<file path="src/rtl/mems_scan_pkg.sv">
// Shared types and constants for the MEMS mirror DAC scan controller.
// Frame words are the 24-bit SPI payloads: [23:20] cmd, [19:16] addr, [15:0] data.
package mems_scan_pkg;

  localparam int NUM_CH_MIN = 2;
  localparam int NUM_CH_MAX = 8;
  localparam int DATA_W_MIN = 8;
  localparam int DATA_W_MAX = 16;

  localparam logic [23:0] FRAME_RESET = 24'h280001;
  localparam logic [23:0] FRAME_LDAC  = 24'h30000F;
  localparam logic [3:0]  CMD_WRITE   = 4'h1;

  typedef enum logic [1:0] {
    IDLE,
    SW_RESET,
    LDAC_SETUP,
    SCAN
  } scan_state_e;

endpackage

</file>
<file path="src/rtl/mems_scan_ctrl_if.sv">
// SPI frame launch handshake: one-cycle start pulse with a held 24-bit frame, busy while shifting.
// The controller waits for busy low (and no start in the previous cycle) before each launch.
interface mems_scan_ctrl_if;
  logic        spi_start;
  logic [23:0] spi_data;
  logic        spi_busy;

  modport master (output spi_start, output spi_data, input spi_busy);
  modport slave  (input spi_start, input spi_data, output spi_busy);
endinterface

</file>
<file path="src/rtl/mems_axis_ramp.sv">
// One scan axis: position register with sawtooth (or, with MEMS_SCAN_TRIANGLE_EN, triangle) stepping.
// Steps one cycle after carry_i; carry_o is combinational and reports that a step here would wrap/reverse.
module mems_axis_ramp
  import mems_scan_pkg::*;
#(
  parameter int DATA_W = 8
) (
  input  logic              clk,
  input  logic              rst,
  input  logic              load_i,
  input  logic              carry_i,
  input  logic              mode_i,
  input  logic [DATA_W-1:0] lo_i,
  input  logic [DATA_W-1:0] hi_i,
  output logic [DATA_W-1:0] p_o,
  output logic [DATA_W-1:0] lo_o,
  output logic [DATA_W-1:0] hi_o,
  output logic              carry_o
);

  logic [DATA_W-1:0] p_q, p_d, lo_q, lo_d, hi_q, hi_d;
  logic              degen, at_hi, at_lo;

  // lo >= hi pins the axis at lo and makes it carry on every step
  assign degen = (lo_q >= hi_q);
  assign at_hi = (p_q >= hi_q);
  assign at_lo = (p_q <= lo_q);

`ifdef MEMS_SCAN_TRIANGLE_EN
  logic dn_q, dn_d;

  assign carry_o = degen | ((mode_i & dn_q) ? at_lo : at_hi);

  always_ff @(posedge clk) begin
    if (rst) dn_q <= 1'b0;
    else     dn_q <= dn_d;
  end
`else
  logic unused_mode;

  assign unused_mode = mode_i;
  assign carry_o     = degen | at_hi;
`endif

  always_comb begin
    p_d  = p_q;
    lo_d = lo_q;
    hi_d = hi_q;
`ifdef MEMS_SCAN_TRIANGLE_EN
    dn_d = dn_q;
`endif
    if (load_i) begin
      p_d  = lo_i;
      lo_d = lo_i;
      hi_d = hi_i;
`ifdef MEMS_SCAN_TRIANGLE_EN
      dn_d = 1'b0;
`endif
    end else if (carry_i) begin
      if (carry_o) begin
        lo_d = lo_i;
        hi_d = hi_i;
      end
      if (degen) begin
        p_d = lo_i;
`ifdef MEMS_SCAN_TRIANGLE_EN
      end else if (mode_i) begin
        if (carry_o) dn_d = ~dn_q;
        p_d = (dn_q ^ carry_o) ? p_q - DATA_W'(1) : p_q + DATA_W'(1);
`endif
      end else begin
        p_d = at_hi ? lo_i : p_q + DATA_W'(1);
      end
    end
  end

  always_ff @(posedge clk) begin
    if (rst) begin
      p_q  <= '0;
      lo_q <= '0;
      hi_q <= '0;
    end else begin
      p_q  <= p_d;
      lo_q <= lo_d;
      hi_q <= hi_d;
    end
  end

  assign p_o  = p_q;
  assign lo_o = lo_q;
  assign hi_o = hi_q;

endmodule

</file>
<file path="src/rtl/mems_scan_ctrl.sv">
// Raster scan controller for a differential MEMS DAC: init frames, then channel sweeps over SPI.
// One frame per launch-allowed cycle (spi_busy low, no start last cycle); MEMS_SCAN_TRIANGLE_EN adds triangle mode.
module mems_scan_ctrl
  import mems_scan_pkg::*;
#(
  parameter int NUM_CH = 4,
  parameter int DATA_W = 8
) (
  input  logic                       clk,
  input  logic                       rst,
  input  logic                       soft_reset,
  input  logic                       pause,
  input  logic                       mode,
  input  logic [NUM_CH/2*DATA_W-1:0] axis_lo,
  input  logic [NUM_CH/2*DATA_W-1:0] axis_hi,
  mems_scan_ctrl_if.master           spi,
  output logic                       running,
  output logic                       sweep_done
);

  localparam int NUM_AX = NUM_CH / 2;
  localparam int CH_W   = $clog2(NUM_CH);
  localparam logic [CH_W-1:0] LAST_CH = CH_W'(NUM_CH - 1);

  if ((NUM_CH % 2) != 0 || NUM_CH < NUM_CH_MIN || NUM_CH > NUM_CH_MAX ||
      DATA_W < DATA_W_MIN || DATA_W > DATA_W_MAX) begin : g_bad_param
    $error("mems_scan_ctrl: unsupported NUM_CH/DATA_W");
  end

  scan_state_e       state_q, state_d;
  logic [CH_W-1:0]   ch_q, ch_d, nxt_ch;
  logic              spi_start_q, spi_start_d;
  logic [23:0]       spi_data_q, spi_data_d;
  logic              sweep_done_q, sweep_done_d;
  logic              pend_q, pend_d;
  logic              launch_ok, restart, load_ax, step_ax;
  logic [NUM_AX-1:0] ax_en, ax_carry;
  logic [DATA_W-1:0] ax_p [NUM_AX];
  logic [DATA_W-1:0] ax_lo[NUM_AX];
  logic [DATA_W-1:0] ax_hi[NUM_AX];
  logic [DATA_W-1:0] ch_code[NUM_CH];

  for (genvar k = 0; k < NUM_AX; k++) begin : g_axis
    mems_axis_ramp #(.DATA_W(DATA_W)) u_axis (
      .clk     (clk),
      .rst     (rst),
      .load_i  (load_ax),
      .carry_i (ax_en[k]),
      .mode_i  (mode),
      .lo_i    (axis_lo[k*DATA_W +: DATA_W]),
      .hi_i    (axis_hi[k*DATA_W +: DATA_W]),
      .p_o     (ax_p[k]),
      .lo_o    (ax_lo[k]),
      .hi_o    (ax_hi[k]),
      .carry_o (ax_carry[k])
    );
    assign ch_code[2*k]   = ax_p[k];
    assign ch_code[2*k+1] = DATA_W'(({1'b0, ax_lo[k]} + {1'b0, ax_hi[k]}) - {1'b0, ax_p[k]});
  end

  // Raster chain: each axis steps only when every lower axis carries out
  always_comb begin : carry_chain
    logic run;
    run = step_ax;
    for (int k = 0; k < NUM_AX; k++) begin
      ax_en[k] = run;
      run      = run & ax_carry[k];
    end
  end

  function automatic logic [23:0] scan_frame(input logic [CH_W-1:0] c, input logic [DATA_W-1:0] code);
    logic [15:0] d;
    d = 16'(code) << (16 - DATA_W);
    return {CMD_WRITE, 4'(c), d};
  endfunction

  assign launch_ok = ~spi.spi_busy & ~spi_start_q;
  assign restart   = (state_q == IDLE) ? soft_reset : (launch_ok & (pend_q | soft_reset));

  always_comb begin
    state_d      = state_q;
    ch_d         = ch_q;
    spi_start_d  = 1'b0;
    spi_data_d   = spi_data_q;
    sweep_done_d = 1'b0;
    pend_d       = pend_q | soft_reset;
    load_ax      = 1'b0;
    step_ax      = 1'b0;
    nxt_ch       = (ch_q == LAST_CH) ? '0 : ch_q + CH_W'(1);
    if (restart) begin
      state_d     = SW_RESET;
      ch_d        = '0;
      spi_start_d = 1'b1;
      spi_data_d  = FRAME_RESET;
      load_ax     = 1'b1;
      pend_d      = 1'b0;
    end else if (state_q == IDLE) begin
      pend_d = 1'b0;
    end else if (launch_ok) begin
      case (state_q)
        SW_RESET: begin
          state_d     = LDAC_SETUP;
          spi_start_d = 1'b1;
          spi_data_d  = FRAME_LDAC;
        end
        LDAC_SETUP: begin
          if (!pause) begin
            state_d     = SCAN;
            ch_d        = '0;
            spi_start_d = 1'b1;
            spi_data_d  = scan_frame('0, ch_code[0]);
          end
        end
        SCAN: begin
          // pause only blocks the start of a new sweep; a sweep in flight completes
          if (!(nxt_ch == '0 && pause)) begin
            ch_d        = nxt_ch;
            spi_start_d = 1'b1;
            spi_data_d  = scan_frame(nxt_ch, ch_code[nxt_ch]);
            if (nxt_ch == LAST_CH) begin
              sweep_done_d = 1'b1;
              step_ax      = 1'b1;
            end
          end
        end
        default: ;
      endcase
    end
  end

  always_ff @(posedge clk) begin
    if (rst) begin
      state_q      <= IDLE;
      ch_q         <= '0;
      spi_start_q  <= 1'b0;
      spi_data_q   <= '0;
      sweep_done_q <= 1'b0;
      pend_q       <= 1'b0;
    end else begin
      state_q      <= state_d;
      ch_q         <= ch_d;
      spi_start_q  <= spi_start_d;
      spi_data_q   <= spi_data_d;
      sweep_done_q <= sweep_done_d;
      pend_q       <= pend_d;
    end
  end

  assign spi.spi_start = spi_start_q;
  assign spi.spi_data  = spi_data_q;
  assign running       = (state_q != IDLE);
  assign sweep_done    = sweep_done_q;

endmodule

</file>
<file path="src/flat_wrapper.sv">
// flat-port wrapper written by rule: the top's interface ports become plain ports
module mems_scan_ctrl_flat import mems_scan_pkg::*;
#(
  parameter int NUM_CH = 4,
  parameter int DATA_W = 8
)
  (clk, rst, soft_reset, pause, mode, axis_lo, axis_hi, running, sweep_done, spi_spi_start, spi_spi_data, spi_spi_busy);
  mems_scan_ctrl_if spi_i ();
  input  logic clk;
  input  logic rst;
  input  logic soft_reset;
  input  logic pause;
  input  logic mode;
  input  logic [NUM_CH/2*DATA_W-1:0] axis_lo;
  input  logic [NUM_CH/2*DATA_W-1:0] axis_hi;
  output logic running;
  output logic sweep_done;
  output wire logic [$bits(spi_i.spi_start)-1:0] spi_spi_start;
  output wire logic [$bits(spi_i.spi_data)-1:0] spi_spi_data;
  input wire logic [$bits(spi_i.spi_busy)-1:0] spi_spi_busy;
  assign spi_spi_start = spi_i.spi_start;
  assign spi_spi_data = spi_i.spi_data;
  assign spi_i.spi_busy = spi_spi_busy;
  mems_scan_ctrl #(.NUM_CH(NUM_CH), .DATA_W(DATA_W)) u_core (.clk(clk), .rst(rst), .soft_reset(soft_reset), .pause(pause), .mode(mode), .axis_lo(axis_lo), .axis_hi(axis_hi), .spi(spi_i), .running(running), .sweep_done(sweep_done));
endmodule
</file>
<file path="config.mk">
export PLATFORM = sky130hd
export DESIGN_NAME = mems_scan_ctrl_flat
export DESIGN_NICKNAME = d
export VERILOG_FILES = /design/src/rtl/mems_scan_pkg.sv /design/src/rtl/mems_scan_ctrl_if.sv /design/src/rtl/mems_axis_ramp.sv /design/src/rtl/mems_scan_ctrl.sv /design/src/flat_wrapper.sv
export SDC_FILE = /design/constraint.sdc
export NUM_CORES = 1
export LEC_CHECK = 0
export CORE_UTILIZATION = 50
export CTS_BUF_LIST = sky130_fd_sc_hd__clkbuf_4 sky130_fd_sc_hd__clkbuf_8
export DETAILED_ROUTE_END_ITERATION = 12
export GPL_TIMING_DRIVEN = 0
export PLACE_DENSITY = 0.73
export SLEW_MARGIN = 40
export SYNTH_ARGS = -nofsm -noshare
export SYNTH_HDL_FRONTEND = slang
export SYNTH_SLANG_ARGS = --single-unit
</file>
<file path="constraint.sdc">
create_clock -name clk -period 4.3 [get_ports clk]
set_input_delay 0.43 -clock clk [delete_from_list [all_inputs] [get_ports clk]]
set_output_delay 0.43 -clock clk [all_outputs]
set_load 0.02 [all_outputs]
</file>
==> flow_metrics.py <==
metrics = {
    "run_status": {
        "status": "finished clean",
    },
    "global_route": {
        "grt_max_degree": 14,
        "grtUsageMet1": 0.338,
        "globalRouteTotalUtil": 0.259,
        "use_met2": 0.418,
        "grt_antenna_before_repair": 0,
        "grt_first_pass_wirelength_mm": 20.7,
        "use_met3": 0.0527,
        "grt_pass1_vias": 4397,
        "grt_overflow": 0,
        "top_usage_layer": "met2",
    },
    "pwr": {
        "p_leak_nw": 2.47,
        "power-per-cell-area_nw_per_um2": 571,
        "ir_worst_vdd_mv": 0.256,
    },
    "sta": {
        "final-max-slew-violation-count": 0,
        "hold_viol": 0,
        "fin_setup_tns_ns": 0,
        "worst_pin_slew_ns": 0.702,
        "rsz0062_at_grt": "false",
        "finalSetupViolCount": 0,
        "post-route-period-util": 0.730,
        "finClkSkew_ns": 0.00377,
        "worst_slew_margin_rel": 0.531,
        "whs_ns": 0.454,
        "min_period_ns": 3.14,
        "timing.fmax_ghz": 0.318,
    },
    "cells_and_area": {
        "synthToLayoutAreaGrowth_pct": 19.0,
        "drive_gt1_frac": 0.0633,
        "num_antenna_cells": 0,
        "nets": 782,
        "final_common_cell": "inv_1",
        "final_cell_mix": "inv_1, dfxtp_1, ha_1, clkdlybuf4s50_1, nor2_1",
    },
    "drt": {
        "drtIter0Drc": 289,
        "route.detailed.drc": 0,
        "routed_wl_mm": 12.5,
        "viasPerCell": 5.51,
        "dr.pass1.iters": 5,
        "ant_nets": 0,
        "wire_per_inst_um": 15.4,
        "vias": 4477,
    },
    "cts": {
        "clk_pin_slew_ns": 0.08,
        "cts_hold_buffers": 0,
        "ctsResizeCount": 0,
        "cts_root_buf": "clkbuf_8",
        "cts.sink_count": 69,
        "clock_latency_ns": 0.35,
        "cts_buffers": 9,
        "cts_max_level": 3,
        "clock_path_buffers": 2,
        "cts_tree": "yes",
        "post-cts-setup-buffers": 0,
    },
    "placement": {
        "port-buffer-count": 56,
        "place_hpwl_mm": 9.73,
        "gp_congestion": 0.901,
    },
    "die": {
        "std_cell_rows": 36,
        "die_x_um": 102,
        "die_area_um2": 10400,
        "start_util": 0.513,
        "core_um2": 9730,
        "fp.dieH_um": 102,
        "ios": 65,
    },
    "worst_setup_path": {
        "crit_path_max_fanout": 10,
        "r2r_slack_ns": 1.16,
        "reg2regPathDepth": 11,
        "critical_path_class": "reg -> reg",
        "end_kind": "flip-flop",
        "crit_arrival_ns": 3.42,
        "timing.rr.end": "u_core.g_axis[1].u_axis.lo_o[1]",
        "r2r-start": "u_core.state_q[1]",
        "cp-start-kind": "flip-flop",
        "critical_path_required_ns": 4.58,
    },
    "yosys": {
        "synth_enable_flop_cells": 0,
        "synth_cell_types": 54,
        "syn_inst": 601,
        "avgSynthCellArea_um2": 8.30,
        "synth-seq-cells": 69,
        "async_flop_share": 0,
        "ys_seq_area_frac": 0.277,
        "syn_area_um2": 4990,
        "synthFlopType": "dfxtp_1",
        "ys_warn_count": 0,
    },
    "worst_hold_path": {
        "hold_path_class": "reg -> reg",
        "min-delay-start": "u_core.spi.spi_data[16]",
        "hold_depth": 2,
        "hold_end": "u_core.spi.spi_data[16]",
    },
    "run": {
        "drv_cap": 0,
    },
}
[metal layers]
layer  share of wire  wire [um]  vias to the layer above
met3           0.061        763                       33
met5               0          0                        -
met2            0.46       5720                      162
met1            0.45       5640                     2089
li1                -          -                     2193
met4           0.029        358                        0
[how the worst max path moves through the flow]
| stage | from | to | slack (ns) | depth (start not counted) |
|---|---|---|---|---|
| after global placement | spi_spi_busy | u_core.g_axis[1].u_axis.lo_o[1] | 1.08 | 10 |
| after detailed placement | spi_spi_busy | u_core.g_axis[1].u_axis.lo_o[1] | 0.98 | 10 |
| after CTS | u_core.state_q[1] | u_core.g_axis[1].u_axis.lo_o[1] | 1.19 | 11 |
| after floorplan | u_core.g_axis[0].u_axis.hi_o[1] | u_core.spi.spi_data[11] | 1.71 | 10 |
| after global routing | u_core.state_q[1] | u_core.g_axis[1].u_axis.hi_o[5] | 0.88 | 11 |
| final | u_core.state_q[1] | u_core.g_axis[1].u_axis.lo_o[1] | 1.16 | 11 |
[kinds of logic (layout without fill, tap and decap cells)]
| logic type | Yosys count | count (layout) | share of synthesized area |
|---|---|---|---|
| buf+inv | 113 | 185 | 0.0943 |
| other cells | 1 | 7 | 0.000752 |
| fa+ha+maj | 70 | 70 | 0.197 |
| simple gates | 168 | 168 | 0.154 |
| mux | 30 | 30 | 0.0705 |
| compound gates | 131 | 131 | 0.173 |
| flops | 69 | 69 | 0.277 |
| xor+xnor | 19 | 19 | 0.0334 |
[report_power, final]
part | leakage, nW | internal [mW] | switching (mW)
sequential | 0.565 | 0.745 | 0.135
combinational | 1.81 | 0.893 | 1.08
clock | 0.0918 | 0.269 | 0.276
[synthesized netlist by cell type (6+ instances only)]
cell	number	area (um2)
nand4_1	6	37.5
dfxtp_1	69	1380
a221oi_1	6	52.6
nor2b_1	10	62.6
or3_1	6	37.5
inv_1	78	293
nor3_1	12	60.1
clkbuf_1	17	63.8
nor2_1	55	206
nand2b_1	9	56.3
a21oi_1	51	255
a31oi_1	10	62.6
mux2i_1	25	250
a221o_1	6	60.1
buf_2	7	35.0
xnor2_1	15	131
o21ai_0	21	105
ha_1	56	701
nand2_1	48	180
nand3_1	10	50.1
fa_1	14	280
o32ai_1	6	52.6
buf_4	10	75.1
[final cells by class]
| cell class | instances | area, um2 |
|---|---|---|
| plain buffers | 35 | 178 |
| clock inverters | 7 | 75.1 |
| fillers | 919 | 3790 |
| inverters | 78 | 293 |
| clock buffers | 9 | 124 |
| multi-input cells | 425 | 3160 |
| repair buffers | 56 | 561 |
| well taps | 133 | 166 |
| flip-flops and latches | 69 | 1380 |
[worst max-delay path: stages, from the launching register on]
cell      delay (ns)
dfxtp_1         0.41
inv_1           0.08
ha_1            0.26
nor2b_1         0.17
o22ai_2         0.16
clkbuf_1        0.29
nand2_1         0.34
o41ai_4         0.25
nor2_1          0.40
clkbuf_1        0.41
nand2_1         0.15
a21oi_1         0.15
[per-stage QoR]
stage / instance area, um2 / total power, mW / cells / setup slack [ns] / util
floorplan: 5010 / 2.33 / 607 / 1.71 / -
CTS: 5940 / 3.38 / 812 / 1.19 / 0.610
global placement: 5740 / 2.75 / 796 / 1.08 / 0.590
finish: 5940 / 3.39 / 812 / 1.16 / 0.610
global route: 5940 / 3.67 / 812 / 0.879 / 0.610
detailed placement: 5740 / 2.82 / 796 / 0.978 / 0.590
[state kept, by name (all words and copies together), names as in the netlist]
register and cells:
u_core.spi.spi_data 14, u_core.pend_q 1, u_core.g_axis.u_axis.p_o 16, u_core.g_axis.u_axis.hi_o 16, u_core.ch_q 2, u_core.spi.spi_start 1, u_core.g_axis.u_axis.lo_o 16, u_core.state_q 2
u_core.sweep_done 1
Note: power is estimated with default switching activity, not from simulation.
